## config.mk

```make
export PLATFORM = sky130hd
export DESIGN_NAME = i2s_rx_flat
export DESIGN_NICKNAME = d
export VERILOG_FILES = /design/src/rtl/i2s_rx_if.sv /design/src/rtl/i2s_rx.sv /design/src/flat_wrapper.sv
export SDC_FILE = /design/constraint.sdc
export NUM_CORES = 1
export LEC_CHECK = 0
export CORE_MARGIN = 2
export CORE_UTILIZATION = 60
export DETAILED_ROUTE_END_ITERATION = 6
export GPL_TIMING_DRIVEN = 0
export PLACE_DENSITY = 0.89
export SYNTH_ARGS = -nofsm -noshare
export SYNTH_HDL_FRONTEND = slang
export SYNTH_SLANG_ARGS = --single-unit
```

## constraint.sdc

```tcl
create_clock -name clk -period 5.8 [get_ports clk]
set_input_delay 1.74 -clock clk [delete_from_list [all_inputs] [get_ports clk]]
set_output_delay 1.74 -clock clk [all_outputs]
set_load 0.02 [all_outputs]
```

## src/rtl/i2s_rx_if.sv

```systemverilog
// i2s_rx_if
// Bundles the three I2S serial lines and the rebuilt PCM outputs of the
// I2S receiver.
//   sclk, lrclk, sdata        serial I2S lines driven by the codec/ADC
//   left_chan, right_chan     last complete stereo pair, AUDIO_DW bits each
//   sample_valid              1-clk pulse when a new pair is on the outputs
//   len_err                   1-clk pulse on a committed word whose length is
//                             not AUDIO_DW (only with I2S_RX_STATUS_EN)
// Modports: slave is the receiver side, master is the codec/consumer side.
// Optional feature macro: I2S_RX_STATUS_EN.
interface i2s_rx_if #(
  parameter int AUDIO_DW = 16
);
  logic                sclk;
  logic                lrclk;
  logic                sdata;
  logic [AUDIO_DW-1:0] left_chan;
  logic [AUDIO_DW-1:0] right_chan;
  logic                sample_valid;
`ifdef I2S_RX_STATUS_EN
  logic                len_err;
`endif

  modport slave (
    input  sclk,
    input  lrclk,
    input  sdata,
    output left_chan,
    output right_chan,
    output sample_valid
`ifdef I2S_RX_STATUS_EN
    ,
    output len_err
`endif
  );

  modport master (
    output sclk,
    output lrclk,
    output sdata,
    input  left_chan,
    input  right_chan,
    input  sample_valid
`ifdef I2S_RX_STATUS_EN
    ,
    input  len_err
`endif
  );
endinterface

```

## src/rtl/i2s_rx.sv

```systemverilog
// i2s_rx
// Standard (Philips) I2S slave receiver: MSB first, data delayed one bit
// clock after the word-select edge, lrclk=0 left, lrclk=1 right. The serial
// lines are asynchronous to clk and are oversampled; clk must be at least
// 4x sclk with sclk high and low for two or more clk periods.
// Ports:
//   clk       system clock
//   reset_n   asynchronous active-low reset
//   bus       i2s_rx_if.slave: sclk/lrclk/sdata in, left_chan/right_chan/
//             sample_valid (and len_err) out
// AUDIO_DW must match the AUDIO_DW of the connected interface.
// Optional feature macro: I2S_RX_STATUS_EN adds the len_err word-length
// status pulse; the data path is the same with or without it.
module i2s_rx #(
  parameter int AUDIO_DW = 16
) (
  input  logic    clk,
  input  logic    reset_n,
  i2s_rx_if.slave bus
);

  typedef enum logic [1:0] {
    LK_IDLE,   // no bit seen yet, channel of previous bit unknown
    LK_SEEK,   // waiting for the first word-select change
    LK_LOCKED  // aligned to word boundaries, words may be committed
  } lock_t;

  lock_t               lock_state;
  logic [1:0]          sclk_sync;
  logic [1:0]          lrclk_sync;
  logic [1:0]          sdata_sync;
  logic                sclk_d;
  logic                ch;
  logic                start_new;
  logic                have_left;
  logic [7:0]          bit_cnt;
  logic [AUDIO_DW-1:0] word;
  logic [AUDIO_DW-1:0] hold_l;
  logic [AUDIO_DW-1:0] left_q;
  logic [AUDIO_DW-1:0] right_q;
  logic                valid_q;

  logic                rise;
  logic                ws;
  logic                d;
  logic [AUDIO_DW-1:0] eff_word;
  logic [7:0]          eff_cnt;
  logic [AUDIO_DW-1:0] msb_bit;
  logic [AUDIO_DW-1:0] next_word;
  logic [7:0]          next_cnt;
  logic                word_end;
  logic                commit;

  // All three lines share the same synchronizer depth so that the lrclk and
  // sdata values seen in the rise cycle were captured together with sclk.
  assign rise = sclk_sync[1] & ~sclk_d;
  assign ws   = lrclk_sync[1];
  assign d    = sdata_sync[1];

  // Next-word computation for the current bit. A word that ended on the
  // previous rise is restarted here, so the new MSB lands in a clean word.
  // The incoming bit is placed by shifting a lone MSB right by the bit
  // count; bits past AUDIO_DW shift out and are dropped, and unreceived
  // LSBs stay zero.
  always_comb begin
    eff_word              = start_new ? '0 : word;
    eff_cnt               = start_new ? 8'd0 : bit_cnt;
    msb_bit               = '0;
    msb_bit[AUDIO_DW-1]   = d;
    next_word             = eff_word | (msb_bit >> eff_cnt);
    next_cnt              = (eff_cnt == 8'hFF) ? eff_cnt : eff_cnt + 8'd1;
    word_end              = (lock_state != LK_IDLE) && (ws != ch);
    commit                = rise && word_end && (lock_state == LK_LOCKED);
  end

  // Synchronizers, lock tracking, word assembly and output registers.
  // A left word is parked in hold_l and only released together with the
  // following right word, so a right word without a committed left partner
  // (first frame after lock) leaves the outputs alone.
  always_ff @(posedge clk or negedge reset_n) begin
    if (!reset_n) begin
      lock_state <= LK_IDLE;
      sclk_sync  <= '0;
      lrclk_sync <= '0;
      sdata_sync <= '0;
      sclk_d     <= 1'b0;
      ch         <= 1'b0;
      start_new  <= 1'b0;
      have_left  <= 1'b0;
      bit_cnt    <= '0;
      word       <= '0;
      hold_l     <= '0;
      left_q     <= '0;
      right_q    <= '0;
      valid_q    <= 1'b0;
    end else begin
      sclk_sync  <= {sclk_sync[0], bus.sclk};
      lrclk_sync <= {lrclk_sync[0], bus.lrclk};
      sdata_sync <= {sdata_sync[0], bus.sdata};
      sclk_d     <= sclk_sync[1];
      valid_q    <= 1'b0;
      if (rise) begin
        ch        <= ws;
        word      <= next_word;
        bit_cnt   <= next_cnt;
        start_new <= word_end;
        case (lock_state)
          LK_IDLE: lock_state <= LK_SEEK;
          LK_SEEK: if (word_end) lock_state <= LK_LOCKED;
          default: lock_state <= LK_LOCKED;
        endcase
        if (commit) begin
          if (!ch) begin
            hold_l    <= next_word;
            have_left <= 1'b1;
          end else begin
            have_left <= 1'b0;
            if (have_left) begin
              left_q  <= hold_l;
              right_q <= next_word;
              valid_q <= 1'b1;
            end
          end
        end
      end
    end
  end

  assign bus.left_chan    = left_q;
  assign bus.right_chan   = right_q;
  assign bus.sample_valid = valid_q;

`ifdef I2S_RX_STATUS_EN
  localparam logic [7:0] DW_CNT = 8'(AUDIO_DW);

  logic len_err_q;

  // Flags any committed word whose saturated length differs from AUDIO_DW;
  // the word itself is still committed in truncated/zero-padded form.
  always_ff @(posedge clk or negedge reset_n) begin
    if (!reset_n) begin
      len_err_q <= 1'b0;
    end else begin
      len_err_q <= commit && (next_cnt != DW_CNT);
    end
  end

  assign bus.len_err = len_err_q;
`endif

endmodule

```

## src/flat_wrapper.sv

```systemverilog
// flat-port wrapper written by rule: the top's interface ports become plain ports
module i2s_rx_flat 
#(
  parameter int AUDIO_DW = 16
)
  (clk, reset_n, bus_sclk, bus_lrclk, bus_sdata, bus_left_chan, bus_right_chan, bus_sample_valid);
  i2s_rx_if #(.AUDIO_DW(AUDIO_DW)) bus_i ();
  input  logic clk;
  input  logic reset_n;
  input wire logic [$bits(bus_i.sclk)-1:0] bus_sclk;
  input wire logic [$bits(bus_i.lrclk)-1:0] bus_lrclk;
  input wire logic [$bits(bus_i.sdata)-1:0] bus_sdata;
  output wire logic [$bits(bus_i.left_chan)-1:0] bus_left_chan;
  output wire logic [$bits(bus_i.right_chan)-1:0] bus_right_chan;
  output wire logic [$bits(bus_i.sample_valid)-1:0] bus_sample_valid;
  assign bus_i.sclk = bus_sclk;
  assign bus_i.lrclk = bus_lrclk;
  assign bus_i.sdata = bus_sdata;
  assign bus_left_chan = bus_i.left_chan;
  assign bus_right_chan = bus_i.right_chan;
  assign bus_sample_valid = bus_i.sample_valid;
  i2s_rx #(.AUDIO_DW(AUDIO_DW)) u_core (.clk(clk), .reset_n(reset_n), .bus(bus_i));
endmodule
```

---- After elaboration in Yosys (flattened, before gate mapping) ----
Index checks and enable logic that the tools add are counted.
storage, ports and cells
  bits in registers ....................... 85
  bits of input ports ..................... 5
  memories kept ........................... 0
  memory bits (read-only) ................. 0
  bits in latches ......................... 0
  word-level logic and storage cells ...... 44
  RAM bits ................................ 0
  output and inout port bits .............. 33
operators by class
  order comparisons ....................... 0
  reduce and logical (&&, ||, !) cells .... 9
  bitwise gates (word level) .............. 4
  div/mod/pow operators ................... 0
  add/sub/neg operators ................... 1
  multipliers ............................. 0
  mux-type cells .......................... 10
  equality and inequality tests ........... 5
  shift-type cells ........................ 1
operator list
  operator                                                                  number
  16-bit two-way mux                                                        1
  8-bit two-way mux                                                         2
  16-bit bitwise OR                                                         1
  16-bit by 8-bit right shift with 16-bit output                            1
  8-bit by 1-bit adder with 8-bit output (second input constant)            1
  8-bit equality test (second input constant)                               1
  1-bit two-way mux                                                         5
  2-bit case mux with 2 select lines                                        1
  2-bit AND reduction                                                       2
  4-bit AND reduction                                                       1
  1-bit logical AND                                                         3
  3-bit AND reduction                                                       1
  2-bit by 1-bit equality test with 1-bit output (second input constant)    1
  2-bit equality test (second input constant)                               1
  2-bit logical NOT                                                         1
  2-bit two-way mux                                                         1
  2-bit by 1-bit inequality test with 1-bit output (second input constant)  1
  1-bit NOT                                                                 2
  2-bit nonzero test                                                        1
  1-bit AND                                                                 1
  1-bit inequality test                                                     1

---- Depth between registers and ports, before layout ----
  word-level depth ........................ 6
  depth in mapped cells ................... 7
  mapped depth without buffers ............ 6

---- Worst setup path after synthesis ----
Ideal clock, no wire load.
  path kind ............................... reg-to-output
  start point ............................. reg u_core.right_q[1], in the netlist u_core.bus.right_chan[1]
  end point ............................... out bus_right_chan[1]
  arrival time ............................ 0.425 ns
  buffers on the path ..................... 0
  path slack .............................. 3.635 ns
  required time ........................... 4.060 ns
  cell stages (with the launch flop) ...... 1
  cells stage by stage .................... dfrtp_1
RTL lines
  what                    RTL line            RTL
  from (decl)             i2s_rx.sv:40        logic [AUDIO_DW-1:0] right_q;
  from (signal assigned)  i2s_rx.sv:120       right_q <= next_word;
  to (decl)               flat_wrapper.sv:14  output wire logic [$bits(bus_i.right_chan)-1:0] bus_right_chan;
No word-level cell between the ends.

---- Final worst setup path ----
  start point ............................. reg u_core.left_q[12], in the netlist u_core.bus.left_chan[12]
  end point ............................... out bus_left_chan[12]
RTL lines
  what                    RTL line            RTL
  from (decl)             i2s_rx.sv:39        logic [AUDIO_DW-1:0] left_q;
  from (signal assigned)  i2s_rx.sv:119       left_q <= hold_l;
  to (decl)               flat_wrapper.sv:13  output wire logic [$bits(bus_i.left_chan)-1:0] bus_left_chan;
No word-level cell between the ends.

==> impl_metrics.ini <==
[flow_run]
max_cap_violations = 0

[timing]
maxSlewViolCount = 0
relSlewSlack = 0.6443
report.final.hold_viol_count = 0
final.setup.tns_ps = 0
achievable-frequency_mhz = 324.2
final_min_period_over_clock_period = 0.5319
finalSetupViolations = 0
finClkSkew_ps = 7.460
rsz0062_at_grt = no
worst_pin_slew_ps = 533.6
period_needed_ps = 3085

[clock_network]
clk_path_buf_depth = 2
ctsRootBufferMaster = clkbuf_8
clock-sinks = 85
cts_resized = 0
cts_inserted_buffers = 9
tritoncts_clock_tree = yes
cts-hold-fix-buffers = 0
h_tree_depth_reported_by_cts = 3
cts_post_setup_buffers_inserted = 0
cts.clk_slew.worst_paths_ps = 80
worstSkewPairLatency_ps = 340

[finish]
layout.cells.most_common_list = nand2_1 (86), dfrtp_1 (85), clkdlybuf4s50_1 (36), o21ai_0 (28), nor2_1 (20)
drive_above_1_share = 0.08483
fin_nets = 390
design_area_sq_um = 4248
syn_to_final_growth_pct = 20.13
layout.cells.most_common = nand2_1
fillers = 332
diodes = 0

[worst_hold_path]
worst_hold_path.num_cells = 0
hold_start = u_core.lrclk_sync[0]$_DFF_PN0_
hold_end = u_core.lrclk_sync[1]$_DFF_PN0_
timing.hold.worst.class = reg2reg

[yosys]
netlist_instances = 335
syn_area_sq_um = 3536
syn-mean-instance-area_sq_um = 10.55
synth-adder-area-share = 0.003539
synth.mux.area_fraction = 0.05556
synth_cell_type_count = 40
yosys.area_share.simple = 0.1812
synth_xor_area_frac = 0.01486
synth_nets = 341
synth_compound_gate_area_share = 0.1161
synth_sequential_area_ratio = 0.6016
yosys_register_bits = 85
yosys_warnings = 0
main_combinational_cell_family_by_area_after_synthesis = simple AND/OR/NAND/NOR gates

[global_route]
vias_in_the_first_global_route = 2674
grt_start_max_net_pins = 59
groute.usage.overall = 0.2684
grt_pass1_wl_um = 13050
number_of_antenna_violations_at_the_first_check_in_global_routing = 0
globalRoute.totalOverflow = 0

[setup_path]
timing.critical_path.max_delay_family = buffers and inverters
worstPathMaxFanout = 2
timing.setup.critical_path_class = reg2out
crit_required_ps = 4060
critical_path.cell_chain = clkdlybuf4s50_1
cpPeakStageDelay_ps = 620
reg2reg_slack_ps = 3530
buffers_inverters_on_critical_path = 1
worst_r2r_startpoint = u_core.start_new$_DFFE_PN0P_
reg2regPathDepth = 6
capturing_point_of_the_worst_reg2reg_path = u_core.bit_cnt[1]$_DFFE_PN0P_
critical_path_arrival_ps = 1340
end_kind = primary output
worst_path_max_delay_cell = clkdlybuf4s50_1
start_kind = flip-flop

[placed_design]
post_place_instance_area_sq_um = 4021
hpwl_um = 5349
globalplace.congestion = 0.8538
numPortBuffers = 37

[status]
status = finished clean

[routing]
final_antenna_net_count = 0
total_via_count_after_detailed_routing = 2709
drt-wirelength-per-cell_um = 16.89
wirelength_um = 7787
drc_violations_left = 0
detail_route.iter0.violations = 284
detail_route.first_pass.iterations = 5
viasPerCell = 5.876

[floorplanning]
die_height_um = 80.77
dieWidth_um = 80.77
die-area_sq_um = 6523
initial_core_util = 0.6305
core_area_sq_um = 5608
fp-row-count = 27
top_level_ports = 38

[pwr]
power-per-cell-area_nw_per_um2 = 394.2
vdd_ir_drop_max_mv = 0.2294
cellLeakagePower_nw = 1.906
worst max-delay path by stage:
stage	from	to	slack [ps]	cells after the start
after floorplan	u_core.bus.right_chan[1]$_DFFE_PN0P_	bus_right_chan[1]	3630	0
after global placement	reset_n	u_core.bus.right_chan[14]$_DFFE_PN0P_	90	1
after detailed placement	u_core.bus.right_chan[10]$_DFFE_PN0P_	bus_right_chan[10]	3110	1
after CTS	u_core.bus.left_chan[12]$_DFFE_PN0P_	bus_left_chan[12]	2710	1
after global routing	u_core.bus.right_chan[10]$_DFFE_PN0P_	bus_right_chan[10]	2680	1
final	u_core.bus.left_chan[12]$_DFFE_PN0P_	bus_left_chan[12]	2720	1
layer usage:
layer,wire [um],up-vias,GRT usage
li1,-,1236,-
met1,3239,1336,0.3412
met2,3847,115,0.4392
met3,484,22,0.06333
met4,216,0,0.1271
met5,0,-,0
area by class of cell:
type | count | area, sq um | share of cell area
timing repair buffer | 38 | 395.4 | 0.09308
clock buffer | 13 | 158.9 | 0.03741
inverter | 4 | 15.01 | 0.003535
buffer | 15 | 81.33 | 0.01915
clock inverter | 3 | 67.56 | 0.01591
multi-input combinational | 231 | 1313 | 0.3090
sequential | 85 | 2127 | 0.5007
tap | 72 | 90.09 | 0.02121
power breakdown:
part	switching, mW	internal [mW]
Sequential	0.0853	0.715
Clock	0.202	0.267
Combinational	0.240	0.165
Total	0.528	1.15
cell families after synthesis:
family                   count (synthesis)
AND/OR/NAND/NOR                        140
flip-flops                              85
AO/OA/AOI/OAI                           65
buffers and inverters                   19
multiplexers                            19
XOR/XNOR                                 6
adder cells (fa/ha/maj)                  1
flip-flops by register name, indices dropped and copies added (netlist names):
signal                   count
u_core.bus.left_chan        16
u_core.bus.right_chan       16
u_core.hold_l               16
u_core.word                 16
u_core.bit_cnt               8
u_core.lock_state            2
u_core.lrclk_sync            2
u_core.sclk_sync             2
u_core.sdata_sync            2
u_core.bus.sample_valid      1
u_core.ch                    1
u_core.have_left             1
u_core.sclk_d                1
u_core.start_new             1
stage by stage:
stage	util	cells	hold slack [ps]	total power, mW	setup slack (ps)
3_3_place_gp	0.7126	444	332.2	1.170	88.05
2_1_floorplan	-	335	331.2	1.047	3635
4_1_cts	0.7575	461	354.0	1.675	2708
6_report	0.7575	461	352.8	1.674	2715
5_1_grt	0.7575	461	355.2	1.761	2678
3_5_place_dp	0.7171	445	335.5	1.203	3108
cell usage after synthesis:
| master | number | area share |
|---|---|---|
| nand2_1 | 86 | 0.091 |
| dfrtp_1 | 85 | 0.60 |
| o21ai_0 | 28 | 0.040 |
| nor2_1 | 20 | 0.021 |
| a21oi_1 | 14 | 0.020 |
| mux2i_1 | 14 | 0.040 |
| nor2b_1 | 13 | 0.023 |
| clkbuf_1 | 7 | 0.0074 |
| a2bb2oi_1 | 6 | 0.015 |
| buf_2 | 5 | 0.0071 |
| mux2_2 | 5 | 0.016 |
| xor2_1 | 5 | 0.012 |
| inv_1 | 4 | 0.0042 |
| nand3_1 | 4 | 0.0057 |
| o21ai_1 | 4 | 0.0057 |
| a32o_1 | 3 | 0.0085 |
| nand4_1 | 3 | 0.0053 |
| and3_1 | 2 | 0.0035 |
| and4b_1 | 2 | 0.0057 |
| buf_6 | 2 | 0.0064 |
| nor3_1 | 2 | 0.0028 |
| o221ai_1 | 2 | 0.0050 |
| o2bb2ai_1 | 2 | 0.0050 |
| a22o_1 | 1 | 0.0025 |
| a31o_2 | 1 | 0.0025 |
| a31oi_4 | 1 | 0.0060 |
| a41oi_1 | 1 | 0.0025 |
| and4_1 | 1 | 0.0025 |
| and4bb_1 | 1 | 0.0035 |
| buf_4 | 1 | 0.0021 |
| ha_1 | 1 | 0.0035 |
| nand2_2 | 1 | 0.0018 |
| nand2b_1 | 1 | 0.0018 |
| nand4b_1 | 1 | 0.0025 |
| nand4bb_1 | 1 | 0.0032 |
| nor3b_1 | 1 | 0.0021 |
| nor3b_4 | 1 | 0.0053 |
| o211ai_1 | 1 | 0.0021 |
| o21bai_1 | 1 | 0.0021 |
| xnor2_1 | 1 | 0.0025 |
Power figures use the tool's default switching activity.
